===== config.mk =====
export PLATFORM = sky130hd
export DESIGN_NAME = uart_cmd_parser
export DESIGN_NICKNAME = d
export VERILOG_FILES = /design/src/rtl/uart_cmd_pkg.sv /design/src/rtl/hex_nibble_decode.sv /design/src/rtl/uart_cmd_parser.sv
export SDC_FILE = /design/constraint.sdc
export NUM_CORES = 1
export LEC_CHECK = 0
export ABC_AREA = 1
export BUFFER_PORTS_ARGS = -buffer_cell sky130_fd_sc_hd__buf_2
export CORE_UTILIZATION = 44
export CTS_CLUSTER_DIAMETER = 30
export DETAILED_ROUTE_END_ITERATION = 8
export HOLD_SLACK_MARGIN = 0.1
export PLACE_DENSITY = 0.65
export RECOVER_POWER = 50
export SYNTH_ARGS = -nofsm -noshare
export SYNTH_HDL_FRONTEND = slang
export SYNTH_SLANG_ARGS = --single-unit

===== constraint.sdc =====
create_clock -name i_clk -period 1.95 [get_ports i_clk]
set_input_delay 0.0975 -clock i_clk [delete_from_list [all_inputs] [get_ports i_clk]]
set_output_delay 0.0975 -clock i_clk [all_outputs]
set_load 0.03 [all_outputs]

===== src/rtl/uart_cmd_pkg.sv =====
// Shared constants, state encoding and timeout sizing for the UART command parser.
package uart_cmd_pkg;

  localparam logic [7:0] ASCII_W_UP = 8'h57;
  localparam logic [7:0] ASCII_W_LO = 8'h77;
  localparam logic [7:0] ASCII_R_UP = 8'h52;
  localparam logic [7:0] ASCII_R_LO = 8'h72;
  localparam logic [7:0] ASCII_CR   = 8'h0D;
  localparam logic [7:0] ASCII_LF   = 8'h0A;

  typedef enum logic [2:0] {
    ST_IDLE,
    ST_ADDR_HI,
    ST_ADDR_LO,
    ST_DATA_HI,
    ST_DATA_LO,
    ST_TERM,
    ST_FLUSH
  } state_t;

  // Silent cycles allowed between bytes; zero means the timeout is disabled.
  function automatic int timeout_cycles(input int clk_freq, input int timeout_ms);
    return (clk_freq / 1000) * timeout_ms;
  endfunction

  function automatic int timeout_width(input int cycles);
    return (cycles > 1) ? $clog2(cycles) : 1;
  endfunction

endpackage


===== src/rtl/hex_nibble_decode.sv =====
// Combinational ASCII hex digit decoder: 0-9, A-F, a-f to a 4-bit nibble.
module hex_nibble_decode (
  input  logic [7:0] rx_byte,
  output logic [3:0] nibble,
  output logic       is_hex
);

  always_comb begin
    nibble = 4'h0;
    is_hex = 1'b0;
    if (rx_byte >= 8'h30 && rx_byte <= 8'h39) begin
      nibble = rx_byte[3:0];
      is_hex = 1'b1;
    end else if ((rx_byte >= 8'h41 && rx_byte <= 8'h46) ||
                 (rx_byte >= 8'h61 && rx_byte <= 8'h66)) begin
      nibble = rx_byte[3:0] + 4'd9;
      is_hex = 1'b1;
    end
  end

endmodule


===== src/rtl/uart_cmd_parser.sv =====
// ASCII hex command parser: W<aa><dd><T> writes, R<aa><T> reads, with error
// reporting, resync on the next terminator and an inter-byte timeout.
module uart_cmd_parser
  import uart_cmd_pkg::*;
#(
  parameter int CLK_FREQ   = 25_000_000,
  parameter int TIMEOUT_MS = 100
) (
  input  logic       i_clk,
  input  logic       i_rst,
  input  logic [7:0] i_rx_data,
  input  logic       i_rx_valid,
  output logic       o_wr_en,
  output logic       o_rd_en,
  output logic [7:0] o_addr,
  output logic [7:0] o_wr_data,
  output logic       o_err
);

  localparam int  TO_CYCLES = timeout_cycles(CLK_FREQ, TIMEOUT_MS);
  localparam int  TO_W      = timeout_width(TO_CYCLES);
  localparam bit  TO_EN     = (TO_CYCLES > 0);
  localparam logic [TO_W-1:0] TO_LAST = TO_W'(TO_CYCLES - 1);

  state_t          state;
  logic            is_write;
  logic [7:0]      addr_sh;
  logic [7:0]      data_sh;
  logic [TO_W-1:0] to_cnt;

  logic [3:0] nibble;
  logic       is_hex;
  logic       is_term;
  logic       is_w;
  logic       is_r;

  hex_nibble_decode u_hex (
    .rx_byte (i_rx_data),
    .nibble  (nibble),
    .is_hex  (is_hex)
  );

  assign is_term = (i_rx_data == ASCII_CR) || (i_rx_data == ASCII_LF);
  assign is_w    = (i_rx_data == ASCII_W_UP) || (i_rx_data == ASCII_W_LO);
  assign is_r    = (i_rx_data == ASCII_R_UP) || (i_rx_data == ASCII_R_LO);

  // A received byte always takes priority over a timeout landing in the same cycle.
  always_ff @(posedge i_clk) begin
    if (i_rst) begin
      state     <= ST_IDLE;
      is_write  <= 1'b0;
      addr_sh   <= 8'h00;
      data_sh   <= 8'h00;
      to_cnt    <= '0;
      o_wr_en   <= 1'b0;
      o_rd_en   <= 1'b0;
      o_err     <= 1'b0;
      o_addr    <= 8'h00;
      o_wr_data <= 8'h00;
    end else begin
      o_wr_en <= 1'b0;
      o_rd_en <= 1'b0;
      o_err   <= 1'b0;
      if (i_rx_valid) begin
        to_cnt <= '0;
        case (state)
          ST_IDLE: begin
            if (is_w) begin
              is_write <= 1'b1;
              state    <= ST_ADDR_HI;
            end else if (is_r) begin
              is_write <= 1'b0;
              state    <= ST_ADDR_HI;
            end else if (!is_term) begin
              o_err <= 1'b1;
              state <= ST_FLUSH;
            end
          end
          ST_ADDR_HI, ST_ADDR_LO, ST_DATA_HI, ST_DATA_LO: begin
            if (is_hex) begin
              if (state == ST_ADDR_HI || state == ST_ADDR_LO)
                addr_sh <= {addr_sh[3:0], nibble};
              else
                data_sh <= {data_sh[3:0], nibble};
              case (state)
                ST_ADDR_HI: state <= ST_ADDR_LO;
                ST_ADDR_LO: state <= is_write ? ST_DATA_HI : ST_TERM;
                ST_DATA_HI: state <= ST_DATA_LO;
                default:    state <= ST_TERM;
              endcase
            end else begin
              o_err <= 1'b1;
              state <= is_term ? ST_IDLE : ST_FLUSH;
            end
          end
          ST_TERM: begin
            if (is_term) begin
              o_addr <= addr_sh;
              if (is_write) begin
                o_wr_data <= data_sh;
                o_wr_en   <= 1'b1;
              end else begin
                o_rd_en <= 1'b1;
              end
              state <= ST_IDLE;
            end else begin
              o_err <= 1'b1;
              state <= ST_FLUSH;
            end
          end
          ST_FLUSH: begin
            if (is_term)
              state <= ST_IDLE;
          end
          default: state <= ST_IDLE;
        endcase
      end else if (state == ST_IDLE) begin
        to_cnt <= '0;
      end else if (TO_EN) begin
        if (to_cnt == TO_LAST) begin
          to_cnt <= '0;
          state  <= ST_IDLE;
          if (state != ST_FLUSH)
            o_err <= 1'b1;
        end else begin
          to_cnt <= to_cnt + 1'b1;
        end
      end
    end
  end

endmodule


# Word level (Yosys, flattened, before mapping)
# Cells that the tools add are included.
# op_classes
n_addsub	2
n_lt_le_gt_ge	6
eq_ne	17
muxes	29
n_bitwise	4
reduce_logical	20
# ops
op	n
$eq A8 B7 Y1 const B	4
$mux W3	10
$add A22 B1 Y22 const B	1
$eq A22 B22 Y1 const B	1
$eq A8 B4 Y1 const B	2
$ge A8 B7 Y1 const B	2
$le A8 B7 Y1 const B	2
$reduce_and A4 Y1	4
$mux W1	14
$pmux W3 S4	1
$reduce_or A4 Y1	3
$eq A3 B3 Y1 const B	3
$pmux W3 S3	1
$ge A8 B6 Y1 const B	1
$le A8 B6 Y1 const B	1
$mux W4	2
$eq A3 B2 Y1 const B	2
$ne A3 B3 Y1 const B	2
$reduce_and A3 Y1	2
$logic_or A1 B1 Y1	5
$add A4 B4 Y4 const B	1
$ne A4 B4 Y1 const B	1
$not A1 Y1	4
$reduce_bool A2 Y1	2
other kinds (5)	7
# word_totals
regBits	61
inputBits	11
word_cells	88

# Longest topological paths before layout
# Gate-level depths: netlist of run 1.
# depth
ltp_word	8
ltp_mapped	13
ltp_nobuf	13

# Hierarchy
# Synthesis of run 1 repeated with hierarchy kept, for this count alone.
# unflattened
hier_cells	434
hier_area_um2	2996.6
# modules_own_cells
mod	n_inst	cells_each	area_per_inst_um2
uart_cmd_parser	1	401	2821.5
hex_nibble_decode	1	33	175.2

# Worst setup path after synthesis of run 1
# Ideal clock, no wire load.
# synth_path
path_kind	reg2reg
from	reg to_cnt[0]
to	reg to_cnt[18]
arrival_ns	1.383
required_ns	1.835
setup_slack_ns	0.452
path_stages_with_launch	10
period_less_slack_ns	1.498
path_cell_list	dfxtp_1 > ha_1 > nand2_1 > nor2_2 > nand3_2 > nor2_2 > nand2_2 > nor3b_1 > nor2_1 > o21a_1
# synth_via
elab_chain_cells	2
word_cells_on_any_way	3
# synth_lines
element	line_no	rtl
from (decl)	uart_cmd_parser.sv:29	logic [TO_W-1:0] to_cnt;
from (signal assigned)	uart_cmd_parser.sv:126	to_cnt <= to_cnt + 1'b1;
parallel branches: the longest is 2 deep, another holds $add A22 B1 Y22	-	
# Parallel ways; which one is timed is not known.
# A chain may end at the register's enable or synchronous reset.

# Worst setup path in the final report of run 1
# layout_path
from	reg state[0]
to	reg data_sh[4]
# layout_via
elab_chain_cells	4
word_cells_on_any_way	8
# layout_lines
element	line_no	rtl
from (decl)	uart_cmd_parser.sv:25	state_t state;
from (signal assigned)	uart_cmd_parser.sv:87	ST_ADDR_LO: state <= is_write ? ST_DATA_HI : ST_TERM;
from (signal assigned)	uart_cmd_parser.sv:93	state <= is_term ? ST_IDLE : ST_FLUSH;
parallel branches: the longest is 3 deep, another holds $reduce_or A4 Y1	-	
$reduce_and A4 Y1 (no line) *	-	
to (signal assigned)	uart_cmd_parser.sv:84	data_sh <= {data_sh[3:0], nibble};
to (decl)	uart_cmd_parser.sv:28	logic [7:0] data_sh;
# Every way passes the cells marked *.

==> results of run 1 <==
[power by group]
part	switching, mW	total [mW]	internal [mW]	leakage, nW
Combinational	0.104	0.154	0.0494	0.782
Sequential	0.00600	1.26	1.25	0.492
Clock	0.530	1.38	0.854	0.120
[final timing paths]
kind                                     end  slack (ps)  depth (start not counted)
worst max register to register    data_sh[4]         160                          6
worst min register to register  o_wr_data[1]         460                          2
worst min-delay path              data_sh[3]         130                          3
worst max-delay path              data_sh[4]         160                          6
[registers in the layout, summed over array words and instances, names as in the netlist]
register and cells:
addr_sh 8, data_sh 8, is_write 1, o_addr 8, o_err 1, o_rd_en 1
o_wr_data 8, o_wr_en 1, state 3, to_cnt 22
[cells by family after synthesis]
family,count (synthesis)
simple gates,235
flops,61
compound gates,59
buf+inv,51
xor+xnor,8
fa+ha+maj,6
[routing by layer]
metal	vias to the layer above	GRT usage [%]	share of wire (%)
li1	1427	-	-
met1	1233	21.9	44
met2	30	35.5	51
met3	7	6.29	2.8
met4	0	6.16	1.4
met5	-	0	0
[synthesized netlist by cell type, types with 3 or more instances]
library cell | n | area share [%]
nand3_2 | 3 | 1.0
nand3_1 | 32 | 5.4
nand4_1 | 4 | 0.84
nand2_1 | 85 | 11
nand2_2 | 3 | 0.63
xor2_1 | 6 | 1.8
clkbuf_1 | 4 | 0.50
inv_2 | 5 | 0.63
dfxtp_1 | 61 | 41
nor2_2 | 5 | 1.0
o21ai_1 | 5 | 0.84
inv_1 | 36 | 4.5
o21ai_0 | 17 | 2.8
nor3b_1 | 5 | 1.3
ha_1 | 6 | 2.5
nor3_1 | 12 | 2.0
a21oi_1 | 33 | 5.5
nor2_1 | 73 | 9.2
[area by class of cell]
cell class / instances / area [um^2] / share of cell area [%]
clock buffer: 9 / 124 / 3.60
clock inverter: 7 / 124 / 3.60
inverter: 42 / 158 / 4.58
multi-input combinational: 308 / 1530 / 44.6
sequential: 61 / 1220 / 35.5
tap: 77 / 96.3 / 2.80
timing repair buffer: 36 / 185 / 5.38
[stage by stage]
stage / cell area [um^2] / std cells
floorplan: 2990 / 420
global placement: 3230 / 523
detailed placement: 3230 / 523
CTS: 3490 / 540
global route: 3440 / 540
finish: 3440 / 540
[what timing repair did]
item / 4_1_cts / 5_1_grt
endpoints found under the setup margin: 0 / 0
setup buffers: 0 / 0
hold buffers: 1 / 0
resized for setup: 0 / 0
hold endpoints to repair: 2 / 0
[worst max-delay path, stage by stage (launching register included)]
cell	delay (ps)
dfxtp_1	360
nor2_1	170
xor2_1	450
nand4_4	210
inv_1	280
nand2_1	100
a21oi_1	140
==> impl_metrics.csv, run 1 <==
group,metric,value,unit
worst_setup_path,cp-start-kind,"flop",
routing,routed-via-count,2697,
synthesis,synth_mux_area_share,0,%
routing,firstDrtPassIters,5,
synthesis,synthXorXnorAreaFrac,2.60,%
die,ios,30,
grt,grt_first_pass_wirelength,11100,um
timing,timing.final.ws_setup,165,ps
layout,layout.cells.most_common,"nand2_1",
synthesis,synthAdderAreaFrac,2.51,%
layout,areaGrowthSynthToFinish,15.2,%
routing,post_drt_wl_per_cell,11.8,um
worst_setup_path,critPathLaunch,"state[0]",
timing,max_slew_margin,66.2,%
power,power,2.80,mW
placed_design,pre_cts_ws,258,ps
routing,first_iter_violations,83,
synthesis,synth_compound_area_share,10.3,%
routing,viasPerCell,4.99,
power,peakVddDrop,0.518,mV
routing,wirelength,6360,um
grt,overflow,0,
synthesis,async_flop_share,0,%
timing,layout_min_cycle_time,1790,ps
die,fp.dieW,84.4,um
cts,insertion_delay,350,ps
cts,clk_pin_slew,80,ps
routing,drc,0,
grt,grt_pass1_vias,2535,
layout,antennaDiodeCount,0,
layout,layout_common_cells,"nand2_1, nor2_1, dfxtp_1",
routing,drtAntennaViolNets,0,
synthesis,ys_warn_count,0,
synthesis,ys_seq_area_share,40.9,%
cts,cts_tree,"done",
layout,drive_above_1_share,11.9,%
status,status,"finished clean",
worst_setup_path,worstSetupPathType,"reg2reg",
die,rows,29,
synthesis,synth.distinct_cells,36,
synthesis,synthFlopType,"dfxtp_1",
worst_setup_path,cp_data_required_time,2230,ps
synthesis,yosys.area_share.simple,36.5,%
synthesis,synth_area,2990,um^2
grt,grt_max_degree,23,
synthesis,synth_edf_count,0,
flow_run,cap_viol_max_count,0,
cts,clock-sinks,61,
worst_setup_path,cp_max_fo,10,
die,die_area,7130,um^2
min_path,holdCritPathClass,"in2reg",
synthesis,ys_ff_latch,61,
worst_setup_path,r2r_start,"state[0]",
layout,fillers,667,
synthesis,synth_top_family_by_area,"simple AND/OR/NAND/NOR gates",
synthesis,synth_cells,420,
timing,fin_tns_setup,0,ps
synthesis,syn_avg_cell_area,7.12,um^2
worst_setup_path,worst_setup_path_end_kind,"flop",
cts,cts_max_path_buffers,2,
placed_design,port_buffers,29,
timing,rsz0062_at_grt,"no",
placed_design,dp_hpwl,4640,um
timing,fin_hold_ws,135,ps
timing,skew,8.22,ps
grt,grt_use_total,19.6,%
layout,utilization,53.3,%
synthesis,synth_nets,437,
grt,antenna_found_initial,0,
placed_design,gp_congestion,0.840,
worst_setup_path,crit_arrival,2070,ps
power,p_leak,1.39,nW
die,die_h,84.4,um
timing,hold_viol,0,
cts,htreeDepth,3,
cts,cts-buffers-inserted,9,
timing,post-route-period-util,91.6,%
min_path,hp-start,"i_rx_data[3]",
layout,finalNetCount,475,
timing,tightest_slew,505,ps
cts,cts-root-buf,"clkbuf_8",
timing,setup_viol,0,
die,initial_core_util,46.3,%
timing,max_freq,0.560,GHz
die,core-area,6460,um^2
timing,drv_slew,0,
power,p_per_area,813,nW/um^2
Note: power is estimated with default switching activity, not from simulation.
==> run 2, diff against run 1 <==
--- a/config.mk
+++ b/config.mk
@@ -9,6 +9,7 @@
 export BUFFER_PORTS_ARGS = -buffer_cell sky130_fd_sc_hd__buf_2
 export CORE_UTILIZATION = 44
 export CTS_CLUSTER_DIAMETER = 30
+export CTS_CLUSTER_SIZE = 24
 export DETAILED_ROUTE_END_ITERATION = 8
 export HOLD_SLACK_MARGIN = 0.1
 export PLACE_DENSITY = 0.65
==> constraint.sdc (replaced) <==
create_clock -name i_clk -period 1.8 [get_ports i_clk]
set_input_delay 0.09 -clock i_clk [delete_from_list [all_inputs] [get_ports i_clk]]
set_output_delay 0.09 -clock i_clk [all_outputs]
set_load 0.005 [all_outputs]
==> impl_metrics.csv, run 2 (synthesized netlist as in run 1, its figures left out) <==
group,metric,value,unit
power,peakVddDrop,0.610,mV
cts,cts-root-buf,"clkbuf_8",
routing,viasPerCell,4.97,
die,core-area,6460,um^2
timing,fin_tns_setup,0,ps
placed_design,placed_area,3240,um^2
grt,overflow,0,
timing,hold_viol,0,
routing,firstDrtPassIters,5,
layout,areaGrowthSynthToFinish,15.2,%
cts,htreeDepth,3,
power,power,2.73,mW
worst_setup_path,critPathSlowestCell,"dfxtp_2",
routing,drc,0,
power,p_per_area,794,nW/um^2
layout,finalNetCount,474,
grt,grt_use_total,19.3,%
placed_design,gp_congestion,0.823,
placed_design,port_buffers,29,
die,rows,29,
cts,cts_max_path_buffers,2,
status,status,"finished clean",
power,p_leak,1.43,nW
placed_design,place_inst,522,
die,initial_core_util,46.3,%
power,intPower,2.05,mW
timing,max_freq,0.614,GHz
timing,fin_hold_ws,152,ps
timing,setup_viol,0,
timing,drv_slew,0,
worst_setup_path,cp_data_required_time,2070,ps
worst_setup_path,cp_max_fo,4,
routing,wirelength,6160,um
layout,layout_common_cells,"nand2_1, nor2_1, dfxtp_1",
layout,largest_reg_flops,22,
flow_run,cap_viol_max_count,0,
worst_setup_path,cp-start-kind,"flop",
grt,grt_pass1_vias,2540,
timing,post-route-period-util,90.5,%
grt,grt_max_degree,23,
routing,drtAntennaViolNets,0,
cts,clk_pin_slew,70,ps
cts,clock-sinks,61,
grt,antenna_found_initial,0,
placed_design,dp_hpwl,4480,um
grt,grt_first_pass_wirelength,11000,um
timing,max_slew_margin,73.5,%
layout,stdcell_count,539,
power,seqPwrFrac,49.9,%
die,fp.dieW,84.4,um
layout,antennaDiodeCount,0,
min_path,holdCritPathClass,"in2reg",
layout,top_register,"to_cnt",
power,switching_share,24.8,%
layout,drive_above_1_share,16.9,%
cts,cts-buffers-inserted,9,
placed_design,pre_cts_ws,120,ps
cts,cts_tree,"done",
worst_setup_path,crit_arrival,1900,ps
worst_setup_path,cpPeakStageDelay,350,ps
routing,routed-via-count,2681,
die,ios,30,
layout,layout.cells.most_common,"nand2_1",
die,die_area,7130,um^2
worst_setup_path,worstSetupPathType,"reg2reg",
routing,first_iter_violations,79,
timing,skew,9.82,ps
power,p_sw,0.678,mW
cts,cts_setup_buffers,0,
layout,utilization,53.3,%
power,comb_power_share,6.0,%
die,die_h,84.4,um
timing,layout_min_cycle_time,1630,ps
timing,timing.final.ws_setup,170,ps
power,p_clk_share,44.1,%
layout,fin_area,3440,um^2
timing,tightest_slew,396,ps
layout,fillers,634,
cts,insertion_delay,340,ps
worst_setup_path,worst_setup_path_end_kind,"flop",
worst_setup_path,crit_chain,"ha_2 > nand2_1 > nor2_2 > nand2_1 > nor2_2 > nand3_2 > nand2_2 > nand2_1 > nor2_1 > nand2_1 > a21oi_2",
routing,post_drt_wl_per_cell,11.4,um
worst_setup_path,worst_path_most_repeated_cell,"nand2_1",
-- run 2: layout make-up --
type	instances	area (um^2)	share of cell area [%]
Timing Repair Buffer	35	211	6.14
Sequential cell	61	1220	35.6
Multi-Input combinational cell	308	1550	45.0
Clock buffer	9	124	3.60
Tap cell	77	96.3	2.80
Inverter	42	163	4.73
Clock inverter	7	76.3	2.22
-- run 2: repair_timing --
action                                  in CTS  in global routing
hold buffers                                 1                  0
gates resized for setup                      0                  9
endpoints found under the hold margin        1                  0
endpoints found under the setup margin       0                  4
-- run 2: path summary, 6_finish.rpt --
| kind | startpoint | end | slack (ps) | cells past startpoint |
|---|---|---|---|---|
| worst max-delay path | to_cnt[0] | state[1] | 170 | 11 |
| worst min-delay path | i_rx_data[3] | data_sh[3] | 150 | 3 |
| worst max register to register | to_cnt[0] | state[1] | 170 | 11 |
| worst min register to register | to_cnt[0] | to_cnt[0] | 430 | 1 |
-- run 2: worst max-delay path: cells and delay by family, from the launching register on --
family / cells / cell delay [ps]
compound gates: 1 / 100
flops: 1 / 350
fa+ha+maj: 1 / 180
simple gates: 9 / 940
-- run 2: power groups by stage --
stage,combinational (mW),sequential [mW],clock (mW)
finish,0.164,1.36,1.20
global route,0.187,1.36,1.30
CTS,0.168,1.36,1.24
detailed placement,0.165,1.40,0
global placement,0.163,1.40,0
floorplan,0.115,1.39,0
-- run 2: routing by layer --
layer	up-vias	part of all wire, %	routed length, um	global-route usage (%)
li1	1435	-	-	-
met1	1199	44	2700	21.6
met2	40	51	3160	34.9
met3	7	3.7	229	6.29
met4	0	1.2	74	5.70
met5	-	0	0	0
